### src/rtl/mac_seq.sv
// rtl/mac_seq.sv - single-lane mac job sequencer; optional MAC_SEQ_SAT_FLAG_EN adds o_out_sat
`ifndef ACC_W
`define ACC_W 24
`endif
`ifndef DAT_W
`define DAT_W 32
`endif
`ifndef SF_W
`define SF_W 8
`endif
`ifndef INT4
`define INT4 2'd0
`endif
`ifndef INT8
`define INT8 2'd1
`endif
`ifndef INT4_VSQ
`define INT4_VSQ 2'd2
`endif

module mac_seq #(
  parameter int CNT_W = 8,
  parameter int ACC_W = `ACC_W,
  parameter int DAT_W = `DAT_W,
  parameter int SF_W  = `SF_W
) (
  input  logic             i_clk,
  input  logic             i_rst_n,
  input  logic             i_start,
  input  logic [1:0]       i_mode,
  input  logic [CNT_W-1:0] i_len,
  output logic             o_busy,
  output logic             o_err,
  input  logic             i_in_valid,
  output logic             o_in_ready,
  input  logic [DAT_W-1:0] i_a_data,
  input  logic [DAT_W-1:0] i_b_data,
  input  logic [SF_W-1:0]  i_a_sf,
  input  logic [SF_W-1:0]  i_b_sf,
  output logic [1:0]       o_mac_mode,
  output logic [ACC_W-1:0] o_mac_psum,
  output logic [DAT_W-1:0] o_mac_a_data,
  output logic [DAT_W-1:0] o_mac_b_data,
  output logic [SF_W-1:0]  o_mac_a_sf,
  output logic [SF_W-1:0]  o_mac_b_sf,
  input  logic [ACC_W-1:0] i_mac_result,
  output logic             o_out_valid,
  input  logic             i_out_ready,
`ifdef MAC_SEQ_SAT_FLAG_EN
  output logic             o_out_sat,
`endif
  output logic [ACC_W-1:0] o_out_data,
  output logic [1:0]       o_out_mode
);

  typedef enum logic [1:0] {S_IDLE = 2'd0, S_ACC = 2'd1, S_OUT = 2'd2} state_t;

  state_t            state, state_nxt;
  logic [ACC_W-1:0]  acc;
  logic [CNT_W-1:0]  cnt;
  logic [CNT_W-1:0]  len_q;
  logic [1:0]        mode_q;
  logic              err_q;

  logic in_acc, in_out, hs, mode_ok, start_ok, last_beat;

  assign in_acc    = (state == S_ACC);
  assign in_out    = (state == S_OUT);
  assign hs        = in_acc & i_in_valid;
  assign mode_ok   = (i_mode == `INT4) | (i_mode == `INT8) | (i_mode == `INT4_VSQ);
  assign start_ok  = (state == S_IDLE) & i_start & mode_ok;
  assign last_beat = (cnt == len_q - CNT_W'(1));

  always_comb begin
    state_nxt = state;
    case (state)
      S_IDLE: if (start_ok) state_nxt = (i_len == '0) ? S_OUT : S_ACC;
      S_ACC:  if (hs && last_beat) state_nxt = S_OUT;
      S_OUT:  if (i_out_ready) state_nxt = S_IDLE;
      default: state_nxt = S_IDLE;
    endcase
  end

  always_ff @(posedge i_clk) begin
    if (!i_rst_n) begin
      state  <= S_IDLE;
      acc    <= '0;
      cnt    <= '0;
      len_q  <= '0;
      mode_q <= '0;
      err_q  <= 1'b0;
    end else begin
      state <= state_nxt;
      err_q <= (state == S_IDLE) & i_start & ~mode_ok;
      if (start_ok) begin
        mode_q <= i_mode;
        len_q  <= i_len;
        acc    <= '0;
        cnt    <= '0;
      end else if (hs) begin
        acc <= i_mac_result;
        cnt <= cnt + CNT_W'(1);
      end else if (in_out && i_out_ready) begin
        acc <= '0;
      end
    end
  end

`ifdef MAC_SEQ_SAT_FLAG_EN
  // Matches either symmetric saturation limit the mac can clamp to
  localparam logic [ACC_W-1:0] SAT_POS = {1'b0, {(ACC_W-1){1'b1}}};
  localparam logic [ACC_W-1:0] SAT_NEG = ~SAT_POS + ACC_W'(1);
  logic sat_q;

  always_ff @(posedge i_clk) begin
    if (!i_rst_n)
      sat_q <= 1'b0;
    else if (start_ok)
      sat_q <= 1'b0;
    else if (hs && (i_mac_result == SAT_POS || i_mac_result == SAT_NEG))
      sat_q <= 1'b1;
  end

  assign o_out_sat = in_out & sat_q;
`endif

  assign o_busy       = (state != S_IDLE);
  assign o_err        = err_q;
  assign o_in_ready   = in_acc;
  assign o_mac_mode   = mode_q;
  assign o_mac_psum   = acc;
  // B side is gated on valid so the multiplier array sees no toggling on idle beats
  assign o_mac_a_data = in_acc ? i_a_data : '0;
  assign o_mac_a_sf   = in_acc ? i_a_sf : '0;
  assign o_mac_b_data = hs ? i_b_data : '0;
  assign o_mac_b_sf   = hs ? i_b_sf : '0;
  assign o_out_valid  = in_out;
  assign o_out_data   = in_out ? acc : '0;
  assign o_out_mode   = in_out ? mode_q : 2'd0;

endmodule

### config.mk
export PLATFORM = sky130hd
export DESIGN_NAME = mac_seq
export DESIGN_NICKNAME = d
export VERILOG_FILES = /design/src/rtl/mac_seq.sv
export SDC_FILE = /design/constraint.sdc
export NUM_CORES = 1
export LEC_CHECK = 0
export ABC_AREA = 1
export CORE_ASPECT_RATIO = 0.5
export CORE_MARGIN = 4
export CORE_UTILIZATION = 29
export DETAILED_ROUTE_END_ITERATION = 7
export PLACE_DENSITY = 0.87
export REMOVE_ABC_BUFFERS = 1
export SLEW_MARGIN = 20
export SYNTH_ARGS = -nofsm -noshare
export SYNTH_HDL_FRONTEND = slang
export SYNTH_SLANG_ARGS = --single-unit
### constraint.sdc
create_clock -name i_clk -period 1.38 [get_ports i_clk]
set_input_delay 0.207 -clock i_clk [delete_from_list [all_inputs] [get_ports i_clk]]
set_output_delay 0.207 -clock i_clk [all_outputs]
set_load 0.05 [all_outputs]
== Word-level counts from Yosys, hierarchy flattened ==
Index checks and enable logic that the tools add are counted.
Storage, ports and cells
  logic and storage cells: 46
  output and inout bits: 136
  bits of input ports: 119
  flip-flop bits (word level): 45
Cells by class
  eq/ne operators: 8
  bitwise logic cells: 8
  reduce and logical (&&, ||, !) cells: 9
  add/sub/neg operators: 2
  mux-type cells: 13
Operators by type and width (count)
  2-to-1 mux 24 bit: 3
  2-to-1 mux 32 bit: 2
  2-to-1 mux 8 bit: 2
  2-to-1 mux 2 bit: 5
  adder 8 x 1 -> 8 bit (second input constant): 1
  == test 8 bit: 1
  logical NOT 8 bit: 1
  subtractor 8 x 1 -> 8 bit (second input constant): 1
  case mux 2 bit (3 select lines): 1
  AND 1 bit: 4
  == test 2 x 1 -> 1 bit (second input constant): 2
  == test 2 bit (second input constant): 2
  logical NOT 2 bit: 2
  inequality test 2 bit (second input constant): 2
  nonzero test 2 bit: 2
  AND reduction 3 bit: 1
  logical AND 1 bit: 2
  inequality test 2 x 1 -> 1 bit (second input constant): 1
  NOT 1 bit: 2
  OR 1 bit: 2
  OR reduction 2 bit: 1

== Logic depth before layout (Yosys ltp) ==
  word-level depth: 6
  gate-level depth with buffers: 14
  mapped depth without buffers: 14

== Worst setup path before layout ==
OpenSTA, ideal clock, no wires.
  path kind: reg-to-output
  from: register state[1]
  to: output o_out_data[10]
  slack: -1103 ps
  stages on the path, launching flop included: 6
  path buffers: 1
  required time: 1173 ps
  arrival: 2276 ps
  path through: dfxtp_1 inv_1 nor2_1 inv_2 buf_1 nor2_1
Between the ends
  word-level cells in the longest chain between the ends: 2
Ends and longest elaborated chain
  from (decl): line 58  | state_t state, state_nxt;
  from (signal assigned): line 93  | state <= state_nxt;
  == test 2 bit: line 68  | assign in_out = (state == S_OUT);
  net o_out_valid: line 47  | output logic o_out_valid,
  2-to-1 mux 24 bit: line 138  | assign o_out_data = in_out ? acc : '0;
  to (decl): line 52  | output logic [ACC_W-1:0] o_out_data,
The timed path passes the listed nets, and every way through them passes these cells.

== Worst setup path in the final report ==
  from: register len_q[1]
  to: register state[0]
Between the ends
  word-level cells in the longest chain between the ends: 5
Ends and longest elaborated chain
  from (decl): line 61  | logic [CNT_W-1:0] len_q;
  from (signal assigned): line 97  | len_q <= i_len;
  subtractor 8 x 1 -> 8 bit: line 72  | assign last_beat = (cnt == len_q - CNT_W'(1));
  == test 8 bit: line 72
  logical AND 1 bit: line 78  | S_ACC: if (hs && last_beat) state_nxt = S_OUT;
  inequality test 2 x 1 -> 1 bit (no source line)
  AND reduction 3 bit (no source line)
No other way between the ends.
A chain may end at the register's enable or synchronous reset.

==> results_dict.tcl <==
set metrics [dict create \
    peakVddDrop_mv 1.474 \
    die_height_um 79.07 \
    crit_arrival_ns 2.23 \
    end_kind "flip-flop" \
    diodes 0 \
    seq_area_frac_synth_pct 30.76 \
    crit_path_frequent_cell "nand2_1" \
    pre_cts_ws_ns -0.2941 \
    swShare_pct 51.54 \
    dpl.cell_count 913 \
    hold_violations 0 \
    synthAdderAreaFrac_pct 0.8543 \
    place_congestion 0.8354 \
    synth_top_area_share_pct 30.76 \
    num-fill-cells 182 \
    clkLatencyLatePin_ns 0.30 \
    final.min_clock_period_ns 2.040 \
    cts_hold_buf 0 \
    muxShareOfSynthArea_pct 0 \
    worstSetupPathType "flip-flop to flip-flop" \
    crit_slowest_cell "dfxtp_2" \
    synth_cells 515 \
    synth-compound-area-share_pct 10.47 \
    cts.clk_slew.worst_paths_ns 0.07 \
    coreArea_mm2 0.009634 \
    pwr-share-clk_pct 9.2 \
    drv_slew 0 \
    final_util_pct 96.00 \
    route.detailed.drc 0 \
    seqPwrFrac_pct 11.9 \
    leakagePower_nw 3.692 \
    totalWireLength_um 27390 \
    fmax_ghz 0.4902 \
    syn_avg_cell_area_um2 5.687 \
    cts_tree "built" \
    yosys.area.top_type "dfxtp_1" \
    hp-class "primary input to flip-flop" \
    place_hpwl_um 12490 \
    synthSimpleGateAreaFrac_pct 35.58 \
    worstPathRequired_ns 1.57 \
    grt_start_max_net_pins 25 \
    status "finished with violations" \
    pwr_density_cell_mw_per_mm2 1596 \
    drt_pre_antenna_iters 5 \
    die-area_mm2 0.01187 \
    hold-worst-slack_ns 0.4873 \
    setup_viol 153 \
    power_switching_w 0.007610 \
    rsz0062_at_grt "yes" \
    drive_gt1_share_pct 52.88 \
    initial_utilization_pct 30.40 \
    violations "setup timing" \
    synthDistinctLibCells 32 \
    yosys_warnings 0 \
    synthToLayoutAreaGrowth_pct 215.8 \
    drtIter0Drc 643 \
    final_common_cell "buf_12" \
    synth_xor_area_share_pct 1.196 \
    synth_top_family_by_area "simple AND/OR/NAND/NOR gates" \
    cts_root_buf "clkbuf_16" \
    p_int_w 0.007155 \
    nets 935 \
    cp_cell_sequence "buf_4 > nor2_2 > nand2_2 > nand2_2 > nand2_1 > nand2_1 > nand2_1 > nor2_2 > nand3_2 > nand2_2 > o21ai_1 > nand2_1 > inv_1" \
    worstMarginPinSlew_ns 0.5341 \
    setup_ws_ns -0.6600 \
    htree_num_levels 2 \
    avgRoutedWirePerCell_um 28.83 \
    portBuffers 254 \
    mostFrequentLayoutCells "142 x buf_12, 125 x inv_1, 118 x clkdlybuf4s50_1, 103 x nor2_4, 49 x nand2_1" \
    grt_first_pass_wirelength_um 30080 \
    io_pins 255 \
    synth_seq_cells 45 \
    path_buf_inv 2 \
    critPathTopFamily "simple AND/OR/NAND/NOR gates" \
    grt.overflow.total 0 \
    vias 5446 \
    yosys-top-cells-area "dfxtp_1 31%, nor2_1 18%, inv_1 17%" \
    synthesis.area_mm2 0.002929 \
    cp_slowest_stage_delay_ns 0.33 \
    crit_fanout 3 \
    fin_skew_ns 0.01098 \
    placementRows 25 \
    slew_headroom_pct 64.01 \
    cp-start-kind "flip-flop" \
    drv_cap 0 \
    postRouteAntennaNets 0 \
    viasPerCell 5.733 \
    grtUsageTotal_pct 32.85 \
    clockBufferDepth 2 \
    grt_pass1_vias 5049 \
    fin_crit_sh_pct 147.8 \
    die_w_um 150.1 \
    cts_made_buffers 5 \
    antenna_found_initial 0 \
    clock_sinks 45 \
    p_comb_share_pct 78.9 \
    stdcell_count 950 \
]
==> worst register-to-register path: stages (launching register included) <==
cell	delay, ns
dfxtp_2	0.33
buf_4	0.14
nor2_2	0.21
nand2_2	0.13
nand2_2	0.11
nand2_1	0.08
nand2_1	0.21
nand2_1	0.14
nor2_2	0.13
nand3_2	0.11
nand2_2	0.10
o21ai_1	0.08
nand2_1	0.10
inv_1	0.07
==> power groups by stage <==
stage	sequential, W	clock [W]	combinational [W]
6_report	0.00176	0.00136	0.0116
5_1_grt	0.00176	0.00139	0.0118
4_1_cts	0.00166	0.00128	0.00944
3_5_place_dp	0.00167	0	0.00812
3_3_place_gp	0.00166	0	0.00795
2_1_floorplan	0.00190	0	0.00352
==> what timing repair did <==
action / 4_1_cts / 5_1_grt
resized for setup: 217 / 178
gates cloned: 2 / 13
setup endpoints to repair: 152 / 152
pin swaps: 12 / 21
setup buffers: 6 / 10
==> sequential cells by signal (all words and copies together), names as in the netlist <==
register / count
o_mac_psum: 24
state: 2
cnt: 8
o_err: 1
o_mac_mode: 2
len_q: 8
==> stage by stage <==
stage	total power, W	instance area [um^2]	setup TNS, ns
floorplan	0.005420	2824	-112.70
global placement	0.009604	7204	-12.62
detailed placement	0.009792	7204	-19.45
CTS	0.01239	8194	-34.14
global route	0.01494	9249	-57.57
finish	0.01477	9249	-55.37
==> synth_stat cells <==
| library cell | number |
|---|---|
| o22ai_2 | 1 |
| nand2_1 | 65 |
| clkbuf_1 | 5 |
| ha_1 | 2 |
| nand3_1 | 35 |
| nor2_1 | 137 |
| nor3_1 | 1 |
| o211ai_1 | 1 |
| a21oi_1 | 38 |
| buf_1 | 8 |
| inv_1 | 134 |
| nand2_2 | 1 |
| xnor2_1 | 3 |
| or2_2 | 1 |
| nand3b_1 | 1 |
| nor3_2 | 2 |
| nand2_4 | 1 |
| xor2_1 | 1 |
| o21bai_1 | 1 |
| buf_4 | 2 |
| nor2_4 | 2 |
| nor4_2 | 1 |
| nand3_2 | 1 |
| a211oi_1 | 2 |
| nor3b_1 | 1 |
| o21ai_0 | 11 |
| inv_2 | 3 |
| buf_2 | 6 |
| dfxtp_1 | 45 |
| buf_6 | 1 |
| a21oi_2 | 1 |
| a41o_1 | 1 |
==> worst paths after layout <==
check	startpoint	endpoint	slack (ns)	cells past startpoint
max	len_q[1]$_SDFFE_PN0P_	state[0]$_SDFFE_PN0P_	-0.66	13
min	i_mac_result[8]	o_mac_psum[8]$_SDFFE_PP0P_	0.49	3
max reg2reg	len_q[1]$_SDFFE_PN0P_	state[0]$_SDFFE_PN0P_	-0.66	13
min reg2reg	cnt[1]$_SDFFE_PP0P_	cnt[1]$_SDFFE_PP0P_	0.55	2
==> cell families after synthesis <==
group,Yosys count
and+or+nand+nor,249
DFF,45
AOI/OAI and AO/OA,56
xor gates and xnor gates,4
buffers and inverters,159
adders and majority gates,2
==> area by class of cell <==
| type | count | area [um^2] | area share (%) |
|---|---|---|---|
| tap | 135 | 168.9 | 1.826 |
| inverter | 137 | 546.8 | 5.912 |
| clock inverter | 1 | 5.005 | 0.05411 |
| sequential | 45 | 909.6 | 9.835 |
| multi-input combinational | 311 | 2733 | 29.55 |
| clock buffer | 7 | 152.6 | 1.650 |
| timing repair buffer | 314 | 4733 | 51.18 |
==> routing by layer <==
metal | track usage [%] | share of wire (%) | vias up
li1 | - | - | 2107
met1 | 33.54 | 34 | 2558
met2 | 61.46 | 46 | 536
met3 | 8.894 | 10 | 245
met4 | 17.79 | 9.7 | 0
met5 | 0 | 0 | -
Power figures use the tool's default switching activity.
